--- src/rtl/multi_seq_detector.sv ---
`default_nettype none
// ============================================================================
// Module   : multi_seq_detector
// Purpose  : Moore-type serial pattern detector. Compares the last PAT_LEN
//            accepted bits of a valid-qualified serial stream against NUM_PAT
//            programmable patterns. Overlapping or non-overlapping detection
//            can be selected at runtime. A saturating counter tracks hits.
// Ports    : clk        - rising-edge clock
//            reset      - synchronous, active-high reset
//            in_valid   - bit_in is accepted on an edge when high
//            bit_in     - serial data bit
//            overlap_en - 1 = overlapping, 0 = restart after each match
//            cnt_clear  - synchronous clear of hit_count (wins over a hit)
//            match_vec  - registered per-pattern completion flags
//            detect     - registered OR of match_vec
//            hit_count  - saturating count of detect pulses
// Revision : 1.0 - initial release
// ============================================================================
module multi_seq_detector #(
  parameter int                           PAT_LEN  = 3,
  parameter int                           NUM_PAT  = 2,
  parameter logic [NUM_PAT*PAT_LEN-1:0]   PATTERNS = {3'b110, 3'b101},
  parameter int                           CNT_W    = 8
) (
  input  logic               clk,
  input  logic               reset,
  input  logic               in_valid,
  input  logic               bit_in,
  input  logic               overlap_en,
  input  logic               cnt_clear,
  output logic [NUM_PAT-1:0] match_vec,
  output logic               detect,
  output logic [CNT_W-1:0]   hit_count
);

  localparam int             FW     = $clog2(PAT_LEN + 1);
  localparam logic [FW-1:0]  C_FULL = FW'(PAT_LEN);

  // Only the newest PAT_LEN-1 bits are kept: the oldest bit of the compare
  // window would be shifted out on the same edge that it is compared, so it
  // never needs to be stored.
  logic [PAT_LEN-2:0] r_hist;
  logic [FW-1:0]      r_fill;
  logic [NUM_PAT-1:0] r_match;
  logic               r_detect;
  logic [CNT_W-1:0]   r_cnt;

  logic [PAT_LEN-1:0] w_nh;
  logic [FW-1:0]      w_nf;
  logic               w_full;
  logic [NUM_PAT-1:0] w_m;
  logic               w_any;

  assign w_nh   = {r_hist, bit_in};
  assign w_nf   = (r_fill == C_FULL) ? r_fill : r_fill + 1'b1;
  // The fill gate keeps reset zeros in the history from aliasing a pattern.
  assign w_full = (w_nf == C_FULL);

  generate
    for (genvar gi = 0; gi < NUM_PAT; gi++) begin : g_pat
      assign w_m[gi] = w_full && (w_nh == PATTERNS[gi*PAT_LEN +: PAT_LEN]);
    end
  endgenerate

  assign w_any = |w_m;

  always_ff @(posedge clk) begin
    if (reset) begin
      r_hist   <= '0;
      r_fill   <= '0;
      r_match  <= '0;
      r_detect <= 1'b0;
    end else if (in_valid) begin
      r_match  <= w_m;
      r_detect <= w_any;
      if (w_any && !overlap_en) begin
        // Non-overlapping: the next match needs PAT_LEN fresh bits.
        r_hist <= '0;
        r_fill <= '0;
      end else begin
        r_hist <= w_nh[PAT_LEN-2:0];
        r_fill <= w_nf;
      end
    end else begin
      r_match  <= '0;
      r_detect <= 1'b0;
    end
  end

  always_ff @(posedge clk) begin
    if (reset) begin
      r_cnt <= '0;
    end else if (cnt_clear) begin
      r_cnt <= '0;
    end else if (in_valid && w_any && (r_cnt != {CNT_W{1'b1}})) begin
      r_cnt <= r_cnt + 1'b1;
    end
  end

  assign match_vec = r_match;
  assign detect    = r_detect;
  assign hit_count = r_cnt;

endmodule
`default_nettype wire

--- config.mk ---
export PLATFORM = sky130hd
export DESIGN_NAME = multi_seq_detector
export DESIGN_NICKNAME = d
export VERILOG_FILES = /design/src/rtl/multi_seq_detector.sv
export SDC_FILE = /design/constraint.sdc
export NUM_CORES = 1
export LEC_CHECK = 0
export CAP_MARGIN = 20
export CORE_MARGIN = 4
export CORE_UTILIZATION = 45
export CTS_CLUSTER_SIZE = 12
export DETAILED_ROUTE_END_ITERATION = 16
export PLACE_DENSITY = 0.74
export SETUP_SLACK_MARGIN = 0.1
export SKIP_CTS_REPAIR_TIMING = 1
export SYNTH_ARGS = -nofsm -noshare
export SYNTH_HDL_FRONTEND = slang
export SYNTH_SLANG_ARGS = --single-unit
--- constraint.sdc ---
create_clock -name clk -period 1.6 [get_ports clk]
set_clock_uncertainty 0.05 [all_clocks]
set_input_delay 0.48 -clock clk [delete_from_list [all_inputs] [get_ports clk]]
set_output_delay 0.48 -clock clk [all_outputs]
set_load 0.03 [all_outputs]
==> results.json, run 1 <==
{
  "grt_first_pass_wirelength_um": 2210,
  "syn_inst": 70,
  "maxCapViolations": 0,
  "synth-seq-cells": 15,
  "final_cells": 110,
  "grt_pass1_vias": 532,
  "max_freq_ghz": 0.677,
  "fin_ws_ps": 123,
  "powerDensity_mw_per_mm2": 679,
  "cts.sinks": 15,
  "synth_edf_count": 0,
  "yosysUniqueCellTypes": 28,
  "grt_max_degree": 9,
  "ys.flop_type": "dfxtp_1",
  "critPathSlowestCell": "dfxtp_4",
  "path_max_fanout": 4,
  "placed_cells_incl_taps": 106,
  "synth.largest_area_cell": "dfxtp_1",
  "row_count": 13,
  "power.leakage_nw": 0.481,
  "fin_crit_sh_pct": 92.3,
  "drt_wl_total_um": 1340,
  "path_buf_inv": 1,
  "layout.nets": 103,
  "crit_cells": 1,
  "core-area_mm2": 0.00135,
  "slew_headroom_pct": 76.8,
  "worst_slew_pin_slew_ps": 346,
  "die_area_mm2": 0.00215,
  "synthArstFlopShare_pct": 0,
  "wire_per_inst_um": 12.1,
  "cts-root-buf": "clkbuf_4",
  "cp_cell_sequence": "dlymetal6s2s_1",
  "start_kind": "flip-flop",
  "synth_area_um2": 663,
  "yosys-top-cells-count": "dfxtp_1 (15), nor2_1 (11), mux2i_1 (5)",
  "firstDrtPassIters": 4,
  "clk_pin_slew_ps": 80,
  "cp_slowest_stage_delay_ps": 380,
  "cp-end-kind": "output port",
  "synth_nets": 77,
  "detail-route-antenna-nets": 0,
  "die_w_um": 46.4,
  "slew_viol_final": 0,
  "clk_latency_ps": 270,
  "clock_path_buffers": 2,
  "cts_buffers": 3,
  "hp-class": "reg2reg",
  "rsz0062_at_grt": "true",
  "vias_per_cell": 5.38,
  "hold_viol": 0,
  "grt_remaining_overflow": 0,
  "grt.total_usage_pct": 14.3,
  "antennaDiodeCount": 0,
  "synth_area_leaders": "dfxtp_1 (45%), mux2i_1 (7.5%), nor2_1 (6.2%), xor2_1 (4.0%), and3_1 (2.8%)",
  "setup_tns_ps": 0,
  "vias": 592,
  "ys_warn_count": 0,
  "r2r_cells": 6,
  "port_buffers": 16,
  "drive_gt1_share_pct": 28.4,
  "start_util_pct": 49.1,
  "place_congestion": 0.758,
  "criticalPathCategory": "reg2out",
  "die_y_um": 46.4,
  "yosysMostFrequentCell": "dfxtp_1",
  "layout_min_cycle_time_ps": 1480,
  "synth_top_area_share_pct": 45.3,
  "dp.final_hpwl_um": 1050,
  "crit_arrival_ps": 950,
  "avgSynthCellArea_um2": 9.47,
  "syn2layout_area_growth_pct": 42.5,
  "pre_cts_slack_ps": -362,
  "tritoncts": "yes",
  "ir_drop_mv": 0.522,
  "drcViolationCount": 0,
  "hold_depth": 1,
  "status": "complete, no violations",
  "drt-initial-drc-count": 4,
  "synth_seq_area_share_pct": 45.3,
  "setup_viol": 0,
  "antenna_found_initial": 0,
  "h-tree-depth": 1,
  "io_pins": 17,
  "path_delay_family": "flip-flops",
  "critical_path_required_ps": 1070
}
==> per-stage QoR <==
step	instance area [µm²]	power, W	hold WS [ps]	util, %
after global routing	945	0.000682	503	70.0
after detailed placement	880	0.000443	465	65.2
after global placement	880	0.000441	444	65.2
after CTS	906	0.000653	484	67.1
final	945	0.000641	473	70.0
after floorplan	671	0.000416	431	-
==> state kept, by name (all words and copies together) (netlist names) <==
register	count
hit_count	8
r_hist	2
match_vec	2
detect	1
r_fill	2
==> logic make-up after synthesis <==
| group | after synthesis | share of synthesized area, % |
|---|---|---|
| AOI/OAI and AO/OA | 11 | 10.9 |
| buffers and inverters | 4 | 2.64 |
| muxes | 5 | 7.55 |
| adders and majority gates | 1 | 1.89 |
| xor gates and xnor gates | 4 | 5.28 |
| and+or+nand+nor | 30 | 26.4 |
| DFF | 15 | 45.3 |
==> layer usage <==
layer / GRT usage, % / routed length, µm / vias up
met3: 3.52 / 71 / 0
met5: 0 / 0 / -
li1: - / - / 306
met4: 6.25 / 0 / 0
met2: 21.4 / 667 / 11
met1: 19.2 / 596 / 275
==> cell type report <==
| type | instances | area (µm²) |
|---|---|---|
| tap | 15 | 18.8 |
| inverter | 2 | 7.51 |
| clock buffer | 4 | 26.3 |
| timing repair buffer | 23 | 213 |
| sequential | 15 | 309 |
| multi-input combinational | 51 | 370 |
| fill | 113 | 405 |
==> worst paths after layout <==
kind                            slack, ps                       from                        end
worst max-delay path                  120  hit_count[0]$_SDFFE_PP0P_               hit_count[0]
worst min-delay path                  470     r_hist[0]$_SDFFE_PP0P_    match_vec[0]$_SDFF_PP0_
worst max register to register        190  hit_count[0]$_SDFFE_PP0P_  hit_count[2]$_SDFFE_PP0P_
worst min register to register        470     r_hist[0]$_SDFFE_PP0P_    match_vec[0]$_SDFF_PP0_
==> power breakdown <==
part | switching [W] | internal [W] | leakage, nW
logic | 0.0000237 | 0.0000281 | 0.343
clock network | 0.000110 | 0.0000964 | 0.0150
registers | 0.00000723 | 0.000376 | 0.123
==> cell usage in the layout, fill, tap and decap left out, types with 2 or more instances in the layout <==
cell and instances:
and3_1 2, or2_2 2, dfxtp_1 12, mux2i_1 5, nor2_1 11, dfxtp_4 2
nand2_1 2, nor3_1 2, nor4b_1 2, a21oi_1 2, nand3_1 2, dlymetal6s2s_1 7
nand4_1 2, clkbuf_4 3, xor2_1 2, clkdlybuf4s50_1 3, buf_4 12, inv_1 2
o21ai_0 2, a31oi_1 2
Note: power is estimated with default switching activity, not from simulation.
==> run 2, diff against run 1 <==
- CORE_MARGIN: 4 -> unset
==> results.json, run 2 (synthesized netlist as in run 1, its figures left out) <==
{
  "path_max_fanout": 4,
  "drcViolationCount": 0,
  "holdWs_ps": 479,
  "max_freq_ghz": 0.661,
  "met1_usage_pct": 21.5,
  "vias": 635,
  "port_buffers": 16,
  "antennaDiodeCount": 0,
  "status": "complete, no violations",
  "cp_slowest_stage_delay_ps": 390,
  "clk_pin_slew_ps": 90,
  "start_util_pct": 49.7,
  "ir_drop_mv": 0.499,
  "cts.sinks": 15,
  "antenna_found_initial": 0,
  "grt_max_degree": 9,
  "placed_area_um2": 880,
  "final_area_um2": 966,
  "die_w_um": 40.4,
  "cp-end-kind": "output port",
  "dp.final_hpwl_um": 1030,
  "grt_pass1_vias": 566,
  "critical_path_required_ps": 1070,
  "grt.total_usage_pct": 21.6,
  "maxCapViolations": 0,
  "grt_remaining_overflow": 0,
  "fillers": 109,
  "worst_slew_pin_slew_ps": 346,
  "crit_arrival_ps": 980,
  "io_pins": 17,
  "grt.busiest_layer": "met2",
  "core-area_mm2": 0.00133,
  "wire_per_inst_um": 13.4,
  "clk_latency_ps": 290,
  "hp-class": "reg2reg",
  "critPathSlowestCell": "dfxtp_4",
  "h-tree-depth": 1,
  "vias_per_cell": 5.72,
  "cp_cell_sequence": "dlymetal6s2s_1",
  "criticalPathCategory": "reg2out",
  "grt_first_pass_wirelength_um": 2310,
  "drive_gt1_share_pct": 29.2,
  "row_count": 13,
  "cts_buffers": 3,
  "layout_min_cycle_time_ps": 1510,
  "layout.nets": 104,
  "place_congestion": 0.698,
  "drt_wl_total_um": 1490,
  "slew_viol_final": 0,
  "slew_headroom_pct": 76.7,
  "drt-initial-drc-count": 18,
  "setup_viol": 0,
  "detail-route-antenna-nets": 0,
  "fin_crit_sh_pct": 94.6,
  "firstDrtPassIters": 4,
  "cts-root-buf": "clkbuf_4",
  "die_y_um": 40.4,
  "use_met3_pct": 8.33,
  "start_kind": "flip-flop",
  "path_delay_family": "flip-flops",
  "powerDensity_mw_per_mm2": 681,
  "tritoncts": "yes",
  "rsz0062_at_grt": "true",
  "syn2layout_area_growth_pct": 45.7,
  "path_buf_inv": 1,
  "largest_reg_flops": 8,
  "grt_util_met2_pct": 41.3,
  "hold_viol": 0,
  "mostFrequentLayoutCells": "buf_4 (13), dfxtp_1 (12), nor2_1 (11), dlymetal6s2s_1 (8), mux2i_1 (5)",
  "die_area_mm2": 0.00163,
  "layout_commonest_cell": "buf_4",
  "power.leakage_nw": 0.504,
  "clock_path_buffers": 2
}
[run 2: per-stage QoR]
| stage | setup TNS, ps | utilization [%] | std cells | worst slack, ps | power [W] |
|---|---|---|---|---|---|
| 3_5_place_dp | -3930 | 65.9 | 106 | -357 | 0.000443 |
| 4_1_cts | -1620 | 67.9 | 110 | -263 | 0.000655 |
| 2_1_floorplan | 0 | - | 70 | 120 | 0.000416 |
| 3_3_place_gp | -3380 | 65.9 | 106 | -316 | 0.000441 |
| 6_report | 0 | 72.4 | 111 | 86.6 | 0.000657 |
| 5_1_grt | 0 | 72.4 | 111 | 60.7 | 0.000686 |
[run 2: worst paths after layout]
path                                to                      start  cells past startpoint  slack [ps]
min            match_vec[0]$_SDFF_PP0_     r_hist[0]$_SDFFE_PP0P_                      1         480
min reg2reg    match_vec[0]$_SDFF_PP0_     r_hist[0]$_SDFFE_PP0P_                      1         480
max reg2reg  hit_count[1]$_SDFFE_PP0P_  hit_count[0]$_SDFFE_PP0P_                      6         190
max                       hit_count[0]  hit_count[0]$_SDFFE_PP0P_                      1          90
[run 2: cell type report]
| class | count | area [µm²] | area share [%] |
|---|---|---|---|
| inverter | 2 | 7.51 | 0.777 |
| timing repair buffer | 24 | 228 | 23.6 |
| clock buffer | 4 | 26.3 | 2.72 |
| sequential | 15 | 309 | 32.0 |
| tap | 15 | 18.8 | 1.94 |
| multi-input combinational | 51 | 377 | 39.0 |
[run 2: per-layer routing]
layer / routed length [µm] / share of wire (%) / up-vias
met3: 81 / 5.5 / 4
met2: 767 / 52 / 24
li1: - / - / 308
met5: 0 / 0 / -
met4: 41 / 2.8 / 0
met1: 595 / 40 / 299
[run 2: where the power goes]
group	switching, W	leakage [nW]	internal, W
Clock	0.000123	0.0150	0.0000972
Combinational	0.0000255	0.366	0.0000282
Sequential	0.00000714	0.123	0.000376
==> run 3, diff against run 2 <==
- SKIP_CTS_REPAIR_TIMING: 1 -> unset
==> results.json, run 3 (synthesized netlist as in run 1, its figures left out) <==
{
  "power.leakage_nw": 0.387,
  "p_sw_share_pct": 22.9,
  "criticalPathCategory": "reg2out",
  "grt_first_pass_wirelength_um": 2320,
  "regArea_um2": 308,
  "start_kind": "flip-flop",
  "fillers": 123,
  "path_delay_family": "flip-flops",
  "dp.final_hpwl_um": 1030,
  "drt-initial-drc-count": 18,
  "clock_path_buffers": 2,
  "crit_arrival_ps": 920,
  "multi_input_area_um2": 372,
  "ir_drop_mv": 0.515,
  "syn2layout_area_growth_pct": 38.7,
  "power_frac_comb_pct": 7.9,
  "critPathSlowestCell": "dfxtp_1",
  "start_util_pct": 49.7,
  "fin_crit_sh_pct": 90.6,
  "drive_gt1_share_pct": 33.3,
  "grt_remaining_overflow": 0,
  "rsz0062_at_grt": "true",
  "total_power_w": 0.000647,
  "layout.nets": 104,
  "firstDrtPassIters": 4,
  "maxCapViolations": 0,
  "power_switching_w": 0.000148,
  "path_buf_inv": 1,
  "h-tree-depth": 1,
  "cts_buffers": 3,
  "port_buffers": 16,
  "detail-route-antenna-nets": 0,
  "grt_pass1_vias": 570,
  "setup_viol": 0,
  "cp-end-kind": "output port",
  "powerDensity_mw_per_mm2": 704,
  "final_util_pct": 68.9,
  "cp_cell_sequence": "buf_4",
  "critical_path_required_ps": 1070,
  "cts-root-buf": "clkbuf_4",
  "drcViolationCount": 0,
  "hp-class": "reg2reg",
  "slew_viol_final": 0,
  "power.internal_w": 0.000499,
  "antenna_found_initial": 0,
  "clk_pin_slew_ps": 90,
  "slew_headroom_pct": 77.5,
  "die_y_um": 40.4,
  "largest_reg_flops": 8,
  "grt.total_usage_pct": 22.3,
  "clock_power_share_pct": 32.9,
  "mostFrequentLayoutCells": "dfxtp_1 (13), buf_4 (13), nor2_1 (11), mux2i_1 (5)",
  "worst_slew_pin_slew_ps": 333,
  "vias_per_cell": 5.73,
  "vias": 636,
  "cts.sinks": 15,
  "io_pins": 17,
  "cp_slowest_stage_delay_ps": 440,
  "seq_power_share_pct": 59.2,
  "path_max_fanout": 5,
  "grt_max_degree": 9,
  "row_count": 13,
  "wire_per_inst_um": 13.1,
  "final_area_um2": 920,
  "drt_wl_total_um": 1460,
  "placed_area_um2": 880,
  "die_w_um": 40.4,
  "holdWs_ps": 488,
  "max_freq_ghz": 0.690,
  "place_congestion": 0.698,
  "tritoncts": "yes",
  "antennaDiodeCount": 0,
  "status": "complete, no violations",
  "die_area_mm2": 0.00163,
  "core-area_mm2": 0.00133,
  "clk_latency_ps": 280,
  "layout_min_cycle_time_ps": 1450,
  "hold_viol": 0
}
run 3: changes by cell type in the layout (fill, tap and decap cells not counted):
| cell | previous run | this run |
|---|---|---|
| dfxtp_2 | 1 | 0 |
| clkdlybuf4s15_2 | 0 | 2 |
| dlymetal6s2s_1 | 8 | 0 |
| dlygate4sd2_1 | 0 | 2 |
| dfxtp_1 | 12 | 13 |
| and3_1 | 2 | 3 |
| buf_2 | 0 | 1 |
| clkbuf_2 | 0 | 3 |
| and3_4 | 1 | 0 |
run 3: timing repair:
item / CTS / global route
buffers inserted: 0 / 1
resized for setup: 17 / 9
hold buffers: 0 / 0
setup endpoints to repair: 16 / 7
pin swaps: 1 / 1
run 3: path summary, 6_finish.rpt:
check	start	end	slack (ps)	depth (start not counted)
max	hit_count[2]$_SDFFE_PP0P_	hit_count[2]	150	1
min	r_fill[0]$_SDFFE_PP0P_	r_fill[1]$_SDFFE_PP0P_	490	2
max reg2reg	hit_count[0]$_SDFFE_PP0P_	hit_count[1]$_SDFFE_PP0P_	200	6
min reg2reg	r_fill[0]$_SDFFE_PP0P_	r_fill[1]$_SDFFE_PP0P_	490	2
run 3: through the flow:
stage / setup WS (ps) / std cells / TNS (ps)
CTS: 7.35 / 110 / 0
detailed placement: -357 / 106 / -3930
global placement: -316 / 106 / -3380
finish: 150 / 111 / 0
global route: 87.3 / 111 / 0
floorplan: 120 / 70 / 0
run 3: cell type report:
class / count / share of cell area [%]
clock buffers: 4 / 2.86
flip-flops and latches: 15 / 33.5
repair buffers: 24 / 20.4
well taps: 15 / 2.04
inverters: 2 / 0.816
multi-input cells: 51 / 40.4
run 3: power by group through the flow:
stage / Clock [W] / Combinational [W] / Sequential [W]
after global routing: 0.000239 / 0.0000570 / 0.000384
after CTS: 0.000221 / 0.0000507 / 0.000383
after floorplan: 0 / 0.0000261 / 0.000390
after detailed placement: 0 / 0.0000513 / 0.000391
after global placement: 0 / 0.0000498 / 0.000391
final: 0.000213 / 0.0000513 / 0.000383
run 3: per-layer routing:
metal / routed length, µm / GRT usage (%) / part of all wire (%) / up-vias
met4: 53 / 11.7 / 3.6 / 0
met3: 100 / 8.89 / 6.9 / 8
met1: 545 / 21.1 / 37 / 291
met5: 0 / 0 / 0 / -
met2: 757 / 40.5 / 52 / 30
li1: - / - / - / 307
